**config.mk**
```make
export PLATFORM = sky130hd
export DESIGN_NAME = mem_port_arbiter
export DESIGN_NICKNAME = d
export VERILOG_FILES = /design/src/rtl/mem_port_arbiter.sv
export SDC_FILE = /design/constraint.sdc
export NUM_CORES = 1
export LEC_CHECK = 0
export ABC_AREA = 1
export CORE_AREA = 8 8 93 95
export CTS_CLUSTER_SIZE = 14
export DETAILED_ROUTE_END_ITERATION = 10
export DIE_AREA = 0 0 101 103
export GPL_ROUTABILITY_DRIVEN = 0
export GPL_TIMING_DRIVEN = 0
export PLACE_DENSITY = 0.77
export SETUP_SLACK_MARGIN = 0.3
export SLEW_MARGIN = 10
export SYNTH_ARGS = -nofsm -noshare
export SYNTH_HDL_FRONTEND = slang
export SYNTH_SLANG_ARGS = --single-unit
```
**constraint.sdc**
```tcl
create_clock -name clk -period 3.25 [get_ports clk]
set_clock_uncertainty 0.1 [all_clocks]
set_input_delay 0.4875 -clock clk [delete_from_list [all_inputs] [get_ports clk]]
set_output_delay 0.4875 -clock clk [all_outputs]
set_load 0.05 [all_outputs]
```
**src/rtl/mem_port_arbiter.sv**
```systemverilog
// Arbitrates one single-port synchronous memory between instruction fetch and the
// load/store unit, and routes the one-cycle-late read data back to the owning port.
module mem_port_arbiter #(
  parameter int ADDR_W       = 12,
  parameter int STARVE_LIMIT = 4
) (
  input  logic              clk,
  input  logic              rst_n,

  input  logic              if_req_valid,
  input  logic [31:0]       if_req_addr,
  output logic              if_req_ready,
  output logic              if_rsp_valid,
  output logic [31:0]       if_rsp_data,

  input  logic              ls_req_valid,
  input  logic              ls_req_we,
  input  logic [3:0]        ls_req_be,
  input  logic [31:0]       ls_req_addr,
  input  logic [31:0]       ls_req_wdata,
  output logic              ls_req_ready,
  output logic              ls_rsp_valid,
  output logic [31:0]       ls_rsp_data,

  output logic              mem_en,
  output logic              mem_we,
  output logic [3:0]        mem_be,
  output logic [ADDR_W-1:0] mem_addr,
  output logic [31:0]       mem_wdata,
  input  logic [31:0]       mem_rdata
);

  localparam logic [3:0] LIMIT = 4'(STARVE_LIMIT);

  logic       if_grant;
  logic       ls_grant;
  logic       fetch_starved;
  logic [3:0] starve_cnt;
  logic       own_if;
  logic       own_ls;
  logic       own_wr;

  // The data port normally wins; fetch takes over once it has waited LIMIT grants.
  assign fetch_starved = if_req_valid && (starve_cnt == LIMIT);
  assign ls_grant      = rst_n && ls_req_valid && !fetch_starved;
  assign if_grant      = rst_n && if_req_valid && !ls_grant;

  assign if_req_ready = if_grant;
  assign ls_req_ready = ls_grant;

  assign mem_en    = if_grant || ls_grant;
  assign mem_we    = ls_grant && ls_req_we;
  assign mem_be    = (ls_grant && ls_req_we) ? ls_req_be : 4'b0000;
  assign mem_wdata = ls_grant ? ls_req_wdata : 32'h0;

  always_comb begin
    mem_addr = '0;
    if (ls_grant)
      mem_addr = ls_req_addr[ADDR_W+1:2];
    else if (if_grant)
      mem_addr = if_req_addr[ADDR_W+1:2];
  end

  always_ff @(posedge clk) begin
    if (!rst_n)
      starve_cnt <= 4'd0;
    else if (if_grant || !if_req_valid)
      starve_cnt <= 4'd0;
    else if (ls_grant && starve_cnt != LIMIT)
      starve_cnt <= starve_cnt + 4'd1;
  end

  // Ownership of the access issued this cycle, used to steer next cycle's read data.
  always_ff @(posedge clk) begin
    if (!rst_n) begin
      own_if <= 1'b0;
      own_ls <= 1'b0;
      own_wr <= 1'b0;
    end else begin
      own_if <= if_grant;
      own_ls <= ls_grant;
      own_wr <= ls_grant && ls_req_we;
    end
  end

  assign if_rsp_valid = own_if;
  assign if_rsp_data  = own_if ? mem_rdata : 32'h0;
  assign ls_rsp_valid = own_ls;
  assign ls_rsp_data  = (own_ls && !own_wr) ? mem_rdata : 32'h0;

  logic unused_addr_bits;
  assign unused_addr_bits = ^{if_req_addr[31:ADDR_W+2], if_req_addr[1:0],
                              ls_req_addr[31:ADDR_W+2], ls_req_addr[1:0]};

endmodule

```
# After elaboration in Yosys (flattened, before gate mapping)
# Index checks and enable logic that the tools add are counted.
totals:
  inputBits: 137
  reg_bits: 7
  out_inout_bits: 118
  word_cells: 29
op_classes:
  n_mux: 6
  eq_ne: 2
  bitwise_logic: 1
  add_sub_neg: 1
  reduce_logical: 15
ops:
  columns: ["cell", "count"]
  rows:
  - ["two-way mux 32 bit", 3]
  - ["two-way mux 12 bit", 2]
  - ["logical AND 1 bit", 8]
  - ["adder 4 x 1 -> 4 bit (second input constant)", 1]
  - ["equality test 4 x 3 -> 1 bit (second input constant)", 1]
  - ["zero test 1 bit", 4]
  - ["two-way mux 4 bit", 1]
  - ["inequality test 4 x 3 -> 1 bit (second input constant)", 1]
  - ["logical OR 1 bit", 2]
  - ["OR reduction 2 bit", 1]
  - ["NOT 1 bit", 1]

# Longest topological paths before layout
depth:
  word_depth: 8
  ltp_mapped: 7
  ltp_nobuf: 6

# Worst setup path before layout
# Ideal clock, no wire load.
synth_timing:
  path_type: "reg-to-output"
  startpoint: "register starve_cnt[0]"
  endpoint: "output port mem_be[0]"
  t_arrival_ps: 2021
  slack_ps: 642
  path_stages_with_launch: 7
  t_required_ps: 2662
  cell_sequence: "dfxtp_1 -> inv_1 -> ha_1 -> nand4_2 -> nand2_4 -> buf_6 -> nor3_1"
synth_between:
  elab_chain_len: 6
synth_rtl:
  columns: ["item", "line", "source"]
  rows:
  - ["start, declared", "38", "logic [3:0] starve_cnt;"]
  - ["start signal, assigned", "70", "starve_cnt <= starve_cnt + 4'd1;"]
  - ["equality test 4 x 3 -> 1 bit", "44", "assign fetch_starved = if_req_valid && (starve_cnt == LIMIT);"]
  - ["logical AND 1 bit", "44", null]
  - ["zero test 1 bit", "45", "assign ls_grant = rst_n && ls_req_valid && !fetch_starved;"]
  - ["logical AND 1 bit", "45", null]
  - ["logical AND 1 bit", "53", "assign mem_be = (ls_grant && ls_req_we) ? ls_req_be : 4'b0000;"]
  - ["two-way mux 4 bit", "53", null]
  - ["end, declared", "27", "output logic [3:0] mem_be,"]
# No other way between the ends.

# Final worst setup path
layout_timing:
  startpoint: "input port rst_n"
  endpoint: "output port ls_req_ready"
layout_between:
  elab_chain_len: 2
layout_rtl:
  columns: ["item", "line", "source"]
  rows:
  - ["start, declared", "8", "input logic rst_n,"]
  - ["logical AND 1 bit (2 in a row)", "45", null]
  - ["end, declared", "21", "output logic ls_req_ready,"]
# No other way between the ends.

==> reports/qor.yml <==
worstMarginPinSlew_ns: 0.536
hold_end: "starve_cnt[3]"
cts_htree_levels: 1
synth_edf_count: 0
drt_iter0_drc: 29
ys_seq_area_share_pct: 10.7
cts.sinks: 7
syn_inst: 289
crit_type: "input pin to output pin"
synth-xor-area-share_pct: 0.669
path_clk_slew_ns: 0.04
via_count: 2345
rsz0062_at_grt: "no"
worstPathRequired_ns: 2.66
maxCapViolations: 0
setup_viol: 0
reg2reg_depth: 6
synthFlopType: "dfxtp_1"
layout_worst_path_cycle_share_pct: 87.0
dp_hpwl_mm: 7.14
boundaryPins: 255
fillers: 744
yosys_warnings: 0
arrival_ns: 2.24
fmax_mhz: 354
synth_top_family_by_area: "simple AND/OR/NAND/NOR gates"
synth-seq-cells: 7
dr.pass1.iters: 4
yosys.area.top_type_share_pct: 31.5
std_cell_rows: 31
met2_usage_pct: 27.3
drt_wl_total_mm: 7.91
peakVddDrop_uv: 127
synth_area_um2: 1310
setup_slack_ns: 0.424
cts_tree: "yes"
antenna_found_initial: 0
async_flop_share_pct: 0
busiest_layer: "met2"
cp_max_fo: 7
leakage_uw: 0.00215
antenna_left: 0
hold_start: "starve_cnt[3]"
synth.largest_area_cell: "inv_1"
worstSkewPairLatency_ns: 0.23
die_h_um: 103
rr_startpoint: "starve_cnt[0]"
drc: 0
syn_to_final_growth_pct: 172
post-route-min-period_ns: 2.83
finalSetupTns_ns: 0
worst_setup_path_start_kind: "input pin"
dp_slack_ns: 0.159
slew_viol_final: 0
grt_pass1_wl_mm: 11.4
port_buffers: 214
status: "completed"
avgSynthCellArea_um2: 4.53
power_density_nw_per_um2: 212
die_w_um: 101
yosys-top-cells-count: "inv_1, nor2_1, nand2_1"
postLayoutCellArea_um2: 3570
hold_depth: 2
antenna_cells: 0
syn-num-nets: 428
start_util_pct: 18.4
root_buffer: "clkbuf_8"
p_total_uw: 756
grt.met3_usage_pct: 5.27
overflow: 0
synthAdderAreaFrac_pct: 1.91
cts_made_buffers: 3
clock_tree.buffer_depth: 2
final_core_util_pct: 50.0
synth_compound_area_share_pct: 0.382
grt_use_total_pct: 13.7
grt_use_met1_pct: 13.2
r2r_end: "ls_rsp_valid"
hold_path_class: "flip-flop to flip-flop"
r2r_setup_slack_ns: 1.90
grt_max_degree: 11
grt_pass1_vias: 2310
netlist_top_cells_area: "inv_1, nor2_1, nand2_1, dfxtp_1, nand3_1"
synthMuxAreaShare_pct: 0
hold_viol: 0
slew_headroom_pct: 64.1
die_area_um2: 10400
synth-simple-area-share_pct: 48.5
synth_cell_type_count: 16
core_area_um2: 7140
nNetsFinal: 647
wl_per_cell_um: 13.1
drive_above_1_share_pct: 2.56
endpoint_kind: "output pin"
viasPerCell: 3.87
yosysMostFrequentCell: "inv_1"
place_area_um2: 3580
[power breakdown]
part,switching [uW],internal (uW),total [uW]
Clock,37.6,84.9,122
Combinational,330,212,542
Sequential,2.56,88.8,91.4
[sequential cells by signal, indices dropped and copies added (netlist names)]
register / count
starve_cnt: 4
ls_rsp_valid: 1
own_wr: 1
if_rsp_valid: 1
[routing by layer]
layer | wire (um) | vias to the layer above
li1 | - | 1224
met1 | 2880 | 993
met4 | 22 | 0
met2 | 4120 | 126
met3 | 888 | 2
met5 | 0 | -
[worst max-delay path by stage]
stage	startpoint	endpoint	depth (start not counted)
after floorplan	starve_cnt[0]	mem_be[0]	6
after global placement	rst_n	mem_be[3]	7
after detailed placement	rst_n	mem_be[0]	7
after CTS	if_req_valid	mem_addr[11]	6
after global routing	rst_n	ls_req_ready	6
final	rst_n	ls_req_ready	6
[per-stage QoR]
step / hold WS (ns) / cells
detailed placement: 0.369 / 602
floorplan: 0.341 / 289
global placement: 0.351 / 602
global route: 0.428 / 606
CTS: 0.379 / 606
finish: 0.381 / 606
[cell families (layout without fill, tap and decap cells)]
| logic type | after synthesis | in the layout |
|---|---|---|
| compound gates | 1 | 1 |
| xor+xnor | 1 | 1 |
| fa+ha+maj | 2 | 2 |
| buf+inv | 124 | 342 |
| flops | 7 | 7 |
| simple gates | 154 | 154 |
[timing repair]
item / CTS / global route
endpoints found under the setup margin: 48 / 2
gates cloned: 0 / 0
hold buffers: 0 / 0
pin swaps: 0 / 0
resized for setup: 48 / 2
buffers inserted: 0 / 0
[cell usage in the layout (no fill, tap or decap), drive strengths merged]
master / synthesis / layout
nand2: 50 / 50
nand3: 27 / 27
clkbuf: 6 / 10
dfxtp: 7 / 7
dlymetal6s2s: 0 / 2
xnor2: 1 / 1
inv: 110 / 110
clkdlybuf4s50: 0 / 164
buf: 8 / 8
nand4: 2 / 2
nor3: 4 / 4
dlygate4sd2: 0 / 48
a21oi: 1 / 1
ha: 2 / 2
nor2: 71 / 71
[worst max-delay path, cell delays in order]
cell and delay (ns):
clkdlybuf4s50_1 0.48, nand2_1 0.07, inv_1 0.18, nand2_4 0.12, inv_1 0.10, clkdlybuf4s50_1 0.81
[final cells by class]
cell class / count / area, um2 / area share [%]
timing repair buffer: 214 / 2090 / 58.5
tap: 99 / 124 / 3.47
buffer: 14 / 82.6 / 2.32
sequential: 7 / 140 / 3.93
inverter: 110 / 413 / 11.6
clock buffer: 4 / 45.0 / 1.26
multi-input combinational: 158 / 674 / 18.9
Note: power is estimated with default switching activity, not from simulation.
